File: src/rtl/alu_op_arbiter_pkg.sv
// Shared FSM state encoding and operand-select codes for the ALU operand arbiter.
package alu_op_arbiter_pkg;

  typedef enum logic [1:0] {
    ST_IDLE   = 2'd0,
    ST_LAUNCH = 2'd1,
    ST_EXEC   = 2'd2,
    ST_DONE   = 2'd3
  } state_t;

  localparam logic SEL_A = 1'b0;
  localparam logic SEL_B = 1'b1;

endpackage

File: src/rtl/alu_arb_pick.sv
// Combinational winner select between requesters A and B.
// ALU_OP_ARBITER_RR_EN selects round-robin on ties; otherwise A has fixed priority.
module alu_arb_pick
  import alu_op_arbiter_pkg::*;
(
  input  logic req_a,
  input  logic req_b,
`ifdef ALU_OP_ARBITER_RR_EN
  input  logic last_sel,
`endif
  output logic pick_valid,
  output logic pick_sel
);

  always_comb begin
    pick_valid = req_a | req_b;
    pick_sel   = SEL_A;
    if (req_a && req_b) begin
`ifdef ALU_OP_ARBITER_RR_EN
      // The side that did not win last time takes the tie.
      pick_sel = (last_sel == SEL_B) ? SEL_A : SEL_B;
`else
      pick_sel = SEL_A;
`endif
    end else if (req_b) begin
      pick_sel = SEL_B;
    end
  end

endmodule

File: src/rtl/alu_op_arbiter.sv
// Two-port arbiter/sequencer for the shared ALU: grant, launch, wait latency, return result.
// Optional macro ALU_OP_ARBITER_RR_EN enables round-robin tie breaking.
module alu_op_arbiter
  import alu_op_arbiter_pkg::*;
#(
  parameter int WIDTH   = 8,
  parameter int ALU_LAT = 1
) (
  input  logic             clk,
  input  logic             rst_n,
  input  logic             req_a,
  input  logic             req_b,
  output logic             ack_a,
  output logic             ack_b,
  output logic             alu_sel,
  output logic             alu_go,
  input  logic [WIDTH-1:0] alu_y,
  output logic [WIDTH-1:0] result_o,
  output logic             done_a,
  output logic             done_b,
  output logic             busy
);

  localparam logic [3:0] CNT_LOAD = 4'(ALU_LAT - 1);

  state_t     state, state_nx;
  logic [3:0] cnt, cnt_nx;
  logic       sel_nx, go_nx, ack_a_nx, ack_b_nx, done_a_nx, done_b_nx;
  logic       capture;
  logic       pick_valid, pick_sel;

`ifdef ALU_OP_ARBITER_RR_EN
  logic last_sel;

  always_ff @(posedge clk or negedge rst_n) begin
    if (!rst_n) begin
      last_sel <= SEL_B;
    end else if (state == ST_IDLE && pick_valid) begin
      last_sel <= pick_sel;
    end
  end

  alu_arb_pick u_pick (
    .req_a      (req_a),
    .req_b      (req_b),
    .last_sel   (last_sel),
    .pick_valid (pick_valid),
    .pick_sel   (pick_sel)
  );
`else
  alu_arb_pick u_pick (
    .req_a      (req_a),
    .req_b      (req_b),
    .pick_valid (pick_valid),
    .pick_sel   (pick_sel)
  );
`endif

  // The counter is loaded on entry to LAUNCH, so LAUNCH already counts as the
  // first latency cycle and done lands ALU_LAT cycles after alu_go.
  always_comb begin
    state_nx  = state;
    cnt_nx    = cnt;
    sel_nx    = alu_sel;
    go_nx     = 1'b0;
    ack_a_nx  = 1'b0;
    ack_b_nx  = 1'b0;
    done_a_nx = 1'b0;
    done_b_nx = 1'b0;
    capture   = 1'b0;
    case (state)
      ST_IDLE: begin
        if (pick_valid) begin
          state_nx = ST_LAUNCH;
          sel_nx   = pick_sel;
          go_nx    = 1'b1;
          ack_a_nx = (pick_sel == SEL_A);
          ack_b_nx = (pick_sel == SEL_B);
          cnt_nx   = CNT_LOAD;
        end
      end
      ST_LAUNCH, ST_EXEC: begin
        if (cnt == 4'd0) begin
          state_nx  = ST_DONE;
          capture   = 1'b1;
          done_a_nx = (alu_sel == SEL_A);
          done_b_nx = (alu_sel == SEL_B);
        end else begin
          state_nx = ST_EXEC;
          cnt_nx   = cnt - 4'd1;
        end
      end
      ST_DONE: state_nx = ST_IDLE;
      default: state_nx = ST_IDLE;
    endcase
  end

  always_ff @(posedge clk or negedge rst_n) begin
    if (!rst_n) begin
      state    <= ST_IDLE;
      cnt      <= 4'd0;
      alu_sel  <= SEL_A;
      alu_go   <= 1'b0;
      ack_a    <= 1'b0;
      ack_b    <= 1'b0;
      done_a   <= 1'b0;
      done_b   <= 1'b0;
      busy     <= 1'b0;
      result_o <= '0;
    end else begin
      state   <= state_nx;
      cnt     <= cnt_nx;
      alu_sel <= sel_nx;
      alu_go  <= go_nx;
      ack_a   <= ack_a_nx;
      ack_b   <= ack_b_nx;
      done_a  <= done_a_nx;
      done_b  <= done_b_nx;
      busy    <= (state_nx != ST_IDLE);
      if (capture) begin
        result_o <= alu_y;
      end
    end
  end

endmodule

File: config.mk
export PLATFORM = sky130hd
export DESIGN_NAME = alu_op_arbiter
export DESIGN_NICKNAME = d
export VERILOG_FILES = /design/src/rtl/alu_op_arbiter_pkg.sv /design/src/rtl/alu_arb_pick.sv /design/src/rtl/alu_op_arbiter.sv
export SDC_FILE = /design/constraint.sdc
export NUM_CORES = 1
export LEC_CHECK = 0
export ABC_AREA = 0
export CORE_MARGIN = 2
export CORE_UTILIZATION = 48
export DETAILED_ROUTE_END_ITERATION = 16
export GPL_TIMING_DRIVEN = 0
export HOLD_SLACK_MARGIN = 0.12
export PLACE_DENSITY_LB_ADDON = 0.1
export SETUP_SLACK_MARGIN = 0.05
export SYNTH_ARGS = -nofsm -noshare
export SYNTH_HDL_FRONTEND = slang
export SYNTH_SLANG_ARGS = --single-unit
File: constraint.sdc
create_clock -name clk -period 2.49 [get_ports clk]
set_input_delay 0.498 -clock clk [delete_from_list [all_inputs] [get_ports clk]]
set_output_delay 0.498 -clock clk [all_outputs]
set_load 0.01 [all_outputs]
==> results of run 1 <==
==> metrics by stage <==
stage / cells / power (uW) / hold WS [ps] / utilization (%)
2_1_floorplan: 68 / 1230 / 202 / -
3_3_place_gp: 119 / 1550 / 460 / 68.3
3_5_place_dp: 119 / 1580 / 492 / 68.3
4_1_cts: 123 / 1750 / 495 / 69.8
5_1_grt: 123 / 1850 / 524 / 69.8
6_report: 123 / 1720 / 490 / 69.8
==> cells in the mapped netlist <==
library cell  number  area [sq um]
a21o_1             1          7.51
a21oi_1            1          5.00
a21oi_2            1          8.76
a31o_2             1          8.76
a41o_1             1          10.0
and2_1             1          6.26
and2_2             1          7.51
and4bb_4           1          16.3
buf_6              1          11.3
clkbuf_2           1          5.00
dfrtp_1           21           526
ha_1               3          37.5
inv_1              7          26.3
mux2_4             8           120
mux2i_1            2          20.0
nand2_1            2          7.51
nand2b_1           2          12.5
nand3_1            2          10.0
nand3b_1           1          7.51
nand4b_1           1          8.76
nor2_1             3          11.3
nor3_1             1          5.00
o21ai_1            2          10.0
o311a_1            1          10.0
o31ai_1            1          7.51
or2b_1             1          7.51
==> per-layer routing <==
| metal | up-vias | part of all wire (%) | global-route usage [%] |
|---|---|---|---|
| li1 | 296 | - | - |
| met1 | 294 | 40 | 17.8 |
| met2 | 18 | 49 | 25.4 |
| met3 | 2 | 9.2 | 4.91 |
| met4 | 0 | 0.91 | 6.49 |
| met5 | - | 0 | 0 |
==> power by group through the flow <==
stage | clock network, uW | registers (uW) | logic [uW]
floorplan | 0 | 642 | 587
global placement | 0 | 586 | 966
detailed placement | 0 | 597 | 987
CTS | 162 | 590 | 993
global route | 175 | 610 | 1060
finish | 151 | 588 | 977
==> final cells by class <==
class	count	area [sq um]	share of cell area [%]
plain buffers	2	16.3	1.32
clock buffers	4	26.3	2.13
inverters	7	26.3	2.13
multi-input cells	38	345	28.0
flip-flops and latches	21	526	42.7
well taps	25	31.3	2.54
repair buffers	26	260	21.1
==> path summary, 6_finish.rpt <==
kind                       cells after the start  slack, ps                 endpoint           startpoint
setup / recovery                               6        730  result_o[3]$_DFFE_PN0P_   state[0]$_DFF_PN0_
hold reg to reg                                1        490         done_a$_DFF_PN0_  alu_sel$_DFFE_PN0P_
setup reg to reg                               6        730  result_o[3]$_DFFE_PN0P_   state[0]$_DFF_PN0_
max in group asynchronous                      1       1260       cnt[3]$_DFFE_PN0P_                rst_n
hold / removal                                 1        490         done_a$_DFF_PN0_  alu_sel$_DFFE_PN0P_
min in group asynchronous                      1        700  result_o[1]$_DFFE_PN0P_                rst_n
==> state kept, by name, summed over array words and instances (netlist names) <==
register  cells
result_o      8
cnt           4
state         2
ack_a         1
ack_b         1
alu_go        1
alu_sel       1
busy          1
done_a        1
done_b        1
==> kinds of logic after synthesis <==
logic type / synth area share (%)
AO/OA/AOI/OAI: 7.40
adder cells (fa/ha/maj): 4.11
buffers and inverters: 4.66
flip-flops: 57.5
multiplexers: 15.3
AND/OR/NAND/NOR: 11.0
==> layout by cell type (no fill, tap or decap), drive strengths merged <==
master / instances
a21o: 1
dfrtp: 21
o21ai: 2
clkbuf: 5
a41o: 1
nor2: 3
nand3b: 1
nand3: 2
o311a: 1
nand4b: 1
a31o: 1
a21oi: 2
nand2b: 2
o31ai: 1
nor3: 1
buf: 1
and4bb: 1
and2: 2
clkdlybuf4s50: 26
ha: 3
or2b: 1
nand2: 2
mux2i: 2
mux2: 8
inv: 7
==> out/qor.csv, run 1 <==
metric,value,unit
status,"finished, final reports clean",
Gate power share,56.9,%
total CTS buffers,3,
Max-cap violations,0,
PortBufs,26,
gr usage total,15.1,%
gp weighted congestion,0.691,
post-DR wirelength/cell,12.5,um
critical-path maximum fanout,10,
Finished Cell Area,1230,sq um
Fillers,135,
"slowest stage cell, crit path",dfrtp_1,
antenna violations before repair,0,
Syn Inst Count,68,
CP max stage delay,360,ps
Synth cell types,26,
Buf/Inv on CP,3,
nets,114,
antenna-violating nets left,0,
Startpoint Class,flop,
"flops & latches, synth",21,
mean post-synth cell area,13.4,sq um
Max Buffers Root-to-Sink,2,
I/O pins,27,
clk_skew,5.17,ps
Worst VDD drop,1.01,mV
drt pass-1 iters,4,
# Post-CTS Setup Buffers,0,
clk slew on worst S/H paths,110,ps
Post-Syn Area,913,sq um
Clock Latency Late Sink,290,ps
WL final,1.54,mm
worst path required time,2670,ps
Die X,47.6,um
ant diodes,0,
fmax,569,MHz
vias per std cell,4.96,
First DRT Iteration DRCs,3,
"Hold Vio Cnt, Final",0,
GRT overflow,0,
post-synth net total,83,
clock root buffer,clkbuf_4,
crit end category,flop,
Rows,15,
crit-path cells,"inv_1, ha_1, clkbuf_2, and4bb_4, buf_6, mux2_4",
die area,2270,sq um
RSZ-0062 raised after global routing,false,
total negative setup slack,0,ps
DP Wirelength,1.18,mm
via count,610,
TritonCTS clock tree,built,
max_slew headroom,41.5,%
worst slew pin tran,874,ps
clock power share,8.8,%
Slew Limit Fails,0,
Hold WC Path Type,reg2reg,
Switch Pwr,580,uW
pin count of the biggest net entering global routing,22,
Setup Viol. Count Final,0,
critical path class,reg2reg,
vias in the first global route,562,
static leakage,0.000574,uW
Int Pwr,1140,uW
yosys warns,0,
switching share of power,33.8,%
cell family with most CP delay,buffers and inverters,
Place WS,635,ps
Tcrit/Tclk final,70.5,%
DR DRC count,0,
hold buffers post-CTS,0,
sequential area share after synthesis,57.5,%
Final WS setup,734,ps
Final min period,1760,ps
synthesis-to-finish area growth,34.8,%
register share of total power,34.3,%
Core Region,1760,sq um
first-pass GRT wire length,2.34,mm
Starting Density,51.8,%
CTS H-tree depth,1,
Die H,47.6,um
power per cell area,1390,nW/um^2
clk sinks,21,
Post-CTS Resized,0,
"Cell Area, Placed",1200,sq um
layout cells sized above 1,17.3,%
Arrival @ worst endpoint,1930,ps
Power figures use the tool's default switching activity.
==> inputs of run 2 (changes only) <==
--- a/config.mk
+++ b/config.mk
@@ -7,7 +7,7 @@
 export LEC_CHECK = 0
 export ABC_AREA = 0
 export CORE_MARGIN = 2
-export CORE_UTILIZATION = 48
+export CORE_UTILIZATION = 45
 export DETAILED_ROUTE_END_ITERATION = 16
 export GPL_TIMING_DRIVEN = 0
 export HOLD_SLACK_MARGIN = 0.12
==> constraint.sdc (replaced) <==
create_clock -name clk -period 1.7 [get_ports clk]
set_input_delay 0.34 -clock clk [delete_from_list [all_inputs] [get_ports clk]]
set_output_delay 0.34 -clock clk [all_outputs]
set_load 0.01 [all_outputs]
==> run 2 against run 1 <==
Global-route usage rose by 2.6 points. Combinational power rose by 92%. Critical path type unchanged. Non-clock buffer count rose by 5. Highest routed layer unchanged. Register-to-register slack got worse by 690 ps. Routed wire length rose by 18%.
==> out/qor.csv, run 2 (synthesis results as in run 1) <==
metric,value,unit
clk slew on worst S/H paths,110,ps
"commonest cells after routing, fill and taps aside","26 x clkdlybuf4s50_1, 21 x dfrtp_1, 8 x mux2_4",
first-pass GRT wire length,3.19,mm
fmax,604,MHz
gr usage total,17.7,%
clk sinks,21,
Starting Density,47.0,%
layout cells sized above 1,26.2,%
ant diodes,0,
Fillers,164,
cell family with most CP delay,buffers and inverters,
hold path depth,1,
crit end category,flop,
Die H,49.1,um
Startpoint Class,flop,
Hold WC Path Type,reg2reg,
critical-path maximum fanout,5,
FF-to-FF path depth,7,
Final min period,1660,ps
hold buffers post-CTS,0,
worst slew pin tran,908,ps
antenna violations before repair,0,
synthesis-to-finish area growth,46.7,%
"Hold Vio Cnt, Final",0,
Biggest register,result_o,
First DRT Iteration DRCs,13,
TritonCTS clock tree,built,
CP max stage delay,400,ps
Rows,16,
max reg flops,8,
GRT overflow,0,
static leakage,0.000614,uW
clock root buffer,clkbuf_4,
DP Wirelength,1.20,mm
PortBufs,26,
Worst VDD drop,1.37,mV
FF-to-FF setup slack,40,ps
cell count along the critical path,7,
Core Region,1940,sq um
die area,2410,sq um
"most common cell after layout, fill and taps aside",clkdlybuf4s50_1,
FF+latch area,526,sq um
nets,119,
Max-cap violations,0,
clk_skew,2.00,ps
crit path to,result_o[1]$_DFFE_PN0P_,
power per cell area,2230,nW/um^2
via count,640,
area taken by multi-input logic gates,375,sq um
I/O pins,27,
Setup Viol. Count Final,0,
Tot Pwr,2990,uW
drt pass-1 iters,4,
CTS H-tree depth,1,
Reg2Reg Capture Point,result_o[1]$_DFFE_PN0P_,
critical path class,reg2reg,
status,"finished, final reports clean",
final core utilization,69.0,%
R2R Path Start,state[0]$_DFF_PN0_,
WL final,1.81,mm
vias in the first global route,662,
DR DRC count,0,
crit-path cells,"inv_2, ha_4, buf_8, and4bb_4, buf_12, buf_16, mux2_4",
worst path required time,1900,ps
pin count of the biggest net entering global routing,22,
gp weighted congestion,0.792,
Arrival @ worst endpoint,1850,ps
Buf/Inv on CP,4,
top flop regs,"result_o (8), cnt (4), state (2)",
vias per std cell,4.92,
antenna-violating nets left,0,
Tcrit/Tclk final,97.4,%
max_slew headroom,39.3,%
post-DR wirelength/cell,13.9,um
RSZ-0062 raised after global routing,true,
total CTS buffers,3,
"slowest stage cell, crit path",dfrtp_1,
Die X,49.1,um
Max Buffers Root-to-Sink,2,
Slew Limit Fails,0,
Clock Latency Late Sink,300,ps
Setup crit start,state[0]$_DFF_PN0_,
run 2: changes by cell type in the layout (fill, tap and decap cells not counted), sizes merged:
cell / before / now
buf: 1 / 7
clkbuf: 5 / 4
run 2: worst reg2reg max path, delay by kind of cell, from the launching register on:
family	cells	cell delay, ps
buf+inv	4	450
flops	1	400
mux	1	290
fa+ha+maj	1	210
simple gates	1	200
run 2: metrics by stage:
stage | setup slack, ps | instance area, sq um | hold slack [ps] | TNS [ps] | instances
floorplan | 72.9 | 913 | 44.4 | 0 | 68
global placement | -23.5 | 1210 | 462 | -166 | 121
detailed placement | -42.7 | 1210 | 473 | -314 | 121
CTS | -0.958 | 1330 | 492 | -1.67 | 130
global route | 3.45 | 1340 | 512 | 0 | 130
finish | 44.6 | 1340 | 487 | 0 | 130
run 2: final cells by class:
type                       count  area share (%)
tap                           27            2.52
buffer                         1            1.12
inverter                       7            1.96
timing repair buffer          32            25.2
multi-input combinational     38            28.0
clock buffer                   4            1.96
sequential                    21            39.2
run 2: power by group:
group,internal [uW],switching (uW),leakage (uW)
Clock,91.5,148,0.0000150
Sequential,738,132,0.000259
Combinational,1150,724,0.000340
run 2: worst min path at each step:
| stage | end | startpoint |
|---|---|---|
| final | done_a$_DFF_PN0_ | alu_sel$_DFFE_PN0P_ |
| after detailed placement | done_a$_DFF_PN0_ | alu_sel$_DFFE_PN0P_ |
| after global routing | done_a$_DFF_PN0_ | alu_sel$_DFFE_PN0P_ |
| after floorplan | ack_a$_DFF_PN0_ | rst_n |
| after global placement | done_a$_DFF_PN0_ | alu_sel$_DFFE_PN0P_ |
| after CTS | done_a$_DFF_PN0_ | alu_sel$_DFFE_PN0P_ |
run 2: per-layer routing:
metal  wire length, um  global-route usage, %
met5                 0                      0
met4                34                   7.14
met3                87                   3.99
met2               888                   27.6
met1               796                   24.0
run 2: what timing repair did:
item / 4_1_cts / 5_1_grt
pin swaps: 1 / 1
resized for setup: 7 / 4
gates cloned: 1 / 0
buffers inserted: 4 / 1
setup endpoints to repair: 8 / 10
==> inputs of run 3 (changes only) <==
--- a/config.mk
+++ b/config.mk
@@ -6,7 +6,7 @@
 export NUM_CORES = 1
 export LEC_CHECK = 0
 export ABC_AREA = 0
-export CORE_MARGIN = 2
+export CORE_MARGIN = 8
 export CORE_UTILIZATION = 45
 export DETAILED_ROUTE_END_ITERATION = 16
 export GPL_TIMING_DRIVEN = 0
==> run 3 against run 2 <==
Hold slack got worse by 9.0 ps. Via count is 4.4% lower. Critical path depth stayed put. Setup slack better by 41 ps. Critical endpoint is now cnt[1]$_DFFE_PN0P_. Largest cell class unchanged.
==> out/qor.csv, run 3 (synthesis results as in run 1) <==
metric,value,unit
status,"finished, final reports clean",
clk sinks,21,
cell family with most CP delay,flip-flops,
Slew Limit Fails,0,
GRT overflow,0,
Clock Latency Late Sink,290,ps
Setup Viol. Count Final,0,
RSZ-0062 raised after global routing,true,
layout cells sized above 1,23.5,%
hold path depth,1,
via count,612,
"Hold Vio Cnt, Final",0,
Die X,61.1,um
HP Start,alu_sel$_DFFE_PN0P_,
max_slew headroom,40.9,%
CTS H-tree depth,1,
Fillers,155,
drt pass-1 iters,4,
Reg2Reg Capture Point,cnt[1]$_DFFE_PN0P_,
Max Buffers Root-to-Sink,2,
static leakage,0.000599,uW
Arrival @ worst endpoint,1840,ps
vias in the first global route,628,
"most common cell after layout, fill and taps aside",clkdlybuf4s50_1,
DR DRC count,0,
Rows,16,
gr usage total,10.4,%
Final WS setup,85.7,ps
CP max stage delay,400,ps
post-DR wirelength/cell,13.5,um
worst path required time,1920,ps
hold endpoint,done_a$_DFF_PN0_,
total CTS buffers,3,
synthesis-to-finish area growth,42.2,%
antenna-violating nets left,0,
gp weighted congestion,0.714,
PortBufs,26,
Worst VDD drop,1.35,mV
pin count of the biggest net entering global routing,22,
WL final,1.74,mm
nets,118,
FF-to-FF setup slack,90,ps
first-pass GRT wire length,2.83,mm
clk slew on worst S/H paths,110,ps
Place WS,-41.5,ps
DP Wirelength,1.29,mm
FF-to-FF path depth,7,
critical-path maximum fanout,3,
crit-path cells,"inv_2, ha_4, buf_8, and4bb_4, buf_4, a21oi_2, mux2i_1",
Die H,61.1,um
Buf/Inv on CP,3,
"slowest stage cell, crit path",dfrtp_1,
top flop regs,"result_o (8), cnt (4), state (2)",
power per cell area,2140,nW/um^2
Biggest register,result_o,
max reg flops,8,
hold buffers post-CTS,0,
crit end category,flop,
Core Region,1940,sq um
clock root buffer,clkbuf_4,
Max-cap violations,0,
Tcrit/Tclk final,95.0,%
worst slew pin tran,884,ps
ant diodes,0,
Hold WC Path Type,reg2reg,
Startpoint Class,flop,
Starting Density,47.0,%
vias per std cell,4.74,
I/O pins,27,
die area,3730,sq um
Final min period,1610,ps
TritonCTS clock tree,built,
"commonest cells after routing, fill and taps aside","26 x clkdlybuf4s50_1, 21 x dfrtp_1, 8 x mux2_4",
Tot Pwr,2780,uW
fmax,619,MHz
clk_skew,3.47,ps
First DRT Iteration DRCs,4,
R2R Path Start,state[0]$_DFF_PN0_,
antenna violations before repair,0,
critical path class,reg2reg,
run 3: metal layers:
| metal | track usage (%) | vias up | wire, um |
|---|---|---|---|
| li1 | - | 304 | - |
| met1 | 11.2 | 289 | 741 |
| met2 | 17.8 | 17 | 852 |
| met3 | 3.34 | 2 | 133 |
| met4 | 4.98 | 0 | 12 |
| met5 | 0 | - | 0 |
run 3: how the worst max path moves through the flow:
stage	startpoint	depth (start not counted)	endpoint	slack (ps)
2_1_floorplan	state[0]$_DFF_PN0_	6	result_o[0]$_DFFE_PN0P_	70
6_report	state[0]$_DFF_PN0_	7	cnt[1]$_DFFE_PN0P_	90
3_3_place_gp	state[0]$_DFF_PN0_	6	result_o[7]$_DFFE_PN0P_	-20
4_1_cts	state[0]$_DFF_PN0_	7	result_o[3]$_DFFE_PN0P_	10
5_1_grt	state[0]$_DFF_PN0_	7	cnt[1]$_DFFE_PN0P_	20
3_5_place_dp	state[0]$_DFF_PN0_	6	result_o[5]$_DFFE_PN0P_	-40
run 3: repair_timing:
action	4_1_cts	5_1_grt
setup buffers	5	0
setup endpoints to repair	8	10
pin swaps	1	1
gates resized for setup	9	1
gates cloned	1	0
run 3: through the flow:
stage          area [sq um]  hold slack [ps]  instances  TNS, ps  utilization (%)
2_1_floorplan           913             44.4         68        0                -
3_3_place_gp           1210              463        121     -153             62.2
3_5_place_dp           1210              464        121     -303             62.2
4_1_cts                1350              481        131        0             69.3
5_1_grt                1300              523        129        0             66.9
6_report               1300              478        129        0             66.9
run 3: report_power, final:
part | switching (uW) | leakage [uW] | internal (uW) | total [uW]
Clock | 134 | 0.0000150 | 91.2 | 225
Combinational | 660 | 0.000325 | 1030 | 1690
Sequential | 122 | 0.000259 | 738 | 860
Total | 915 | 0.000599 | 1860 | 2780
run 3: area by class of cell:
cell class	instances	area [sq um]	share of cell area [%]
Timing Repair Buffer	31	314	24.2
Tap cell	27	33.8	2.60
Buffer	1	15.0	1.16
Sequential cell	21	526	40.5
Multi-Input combinational cell	38	358	27.6
Clock buffer	4	26.3	2.02
Inverter	7	26.3	2.02
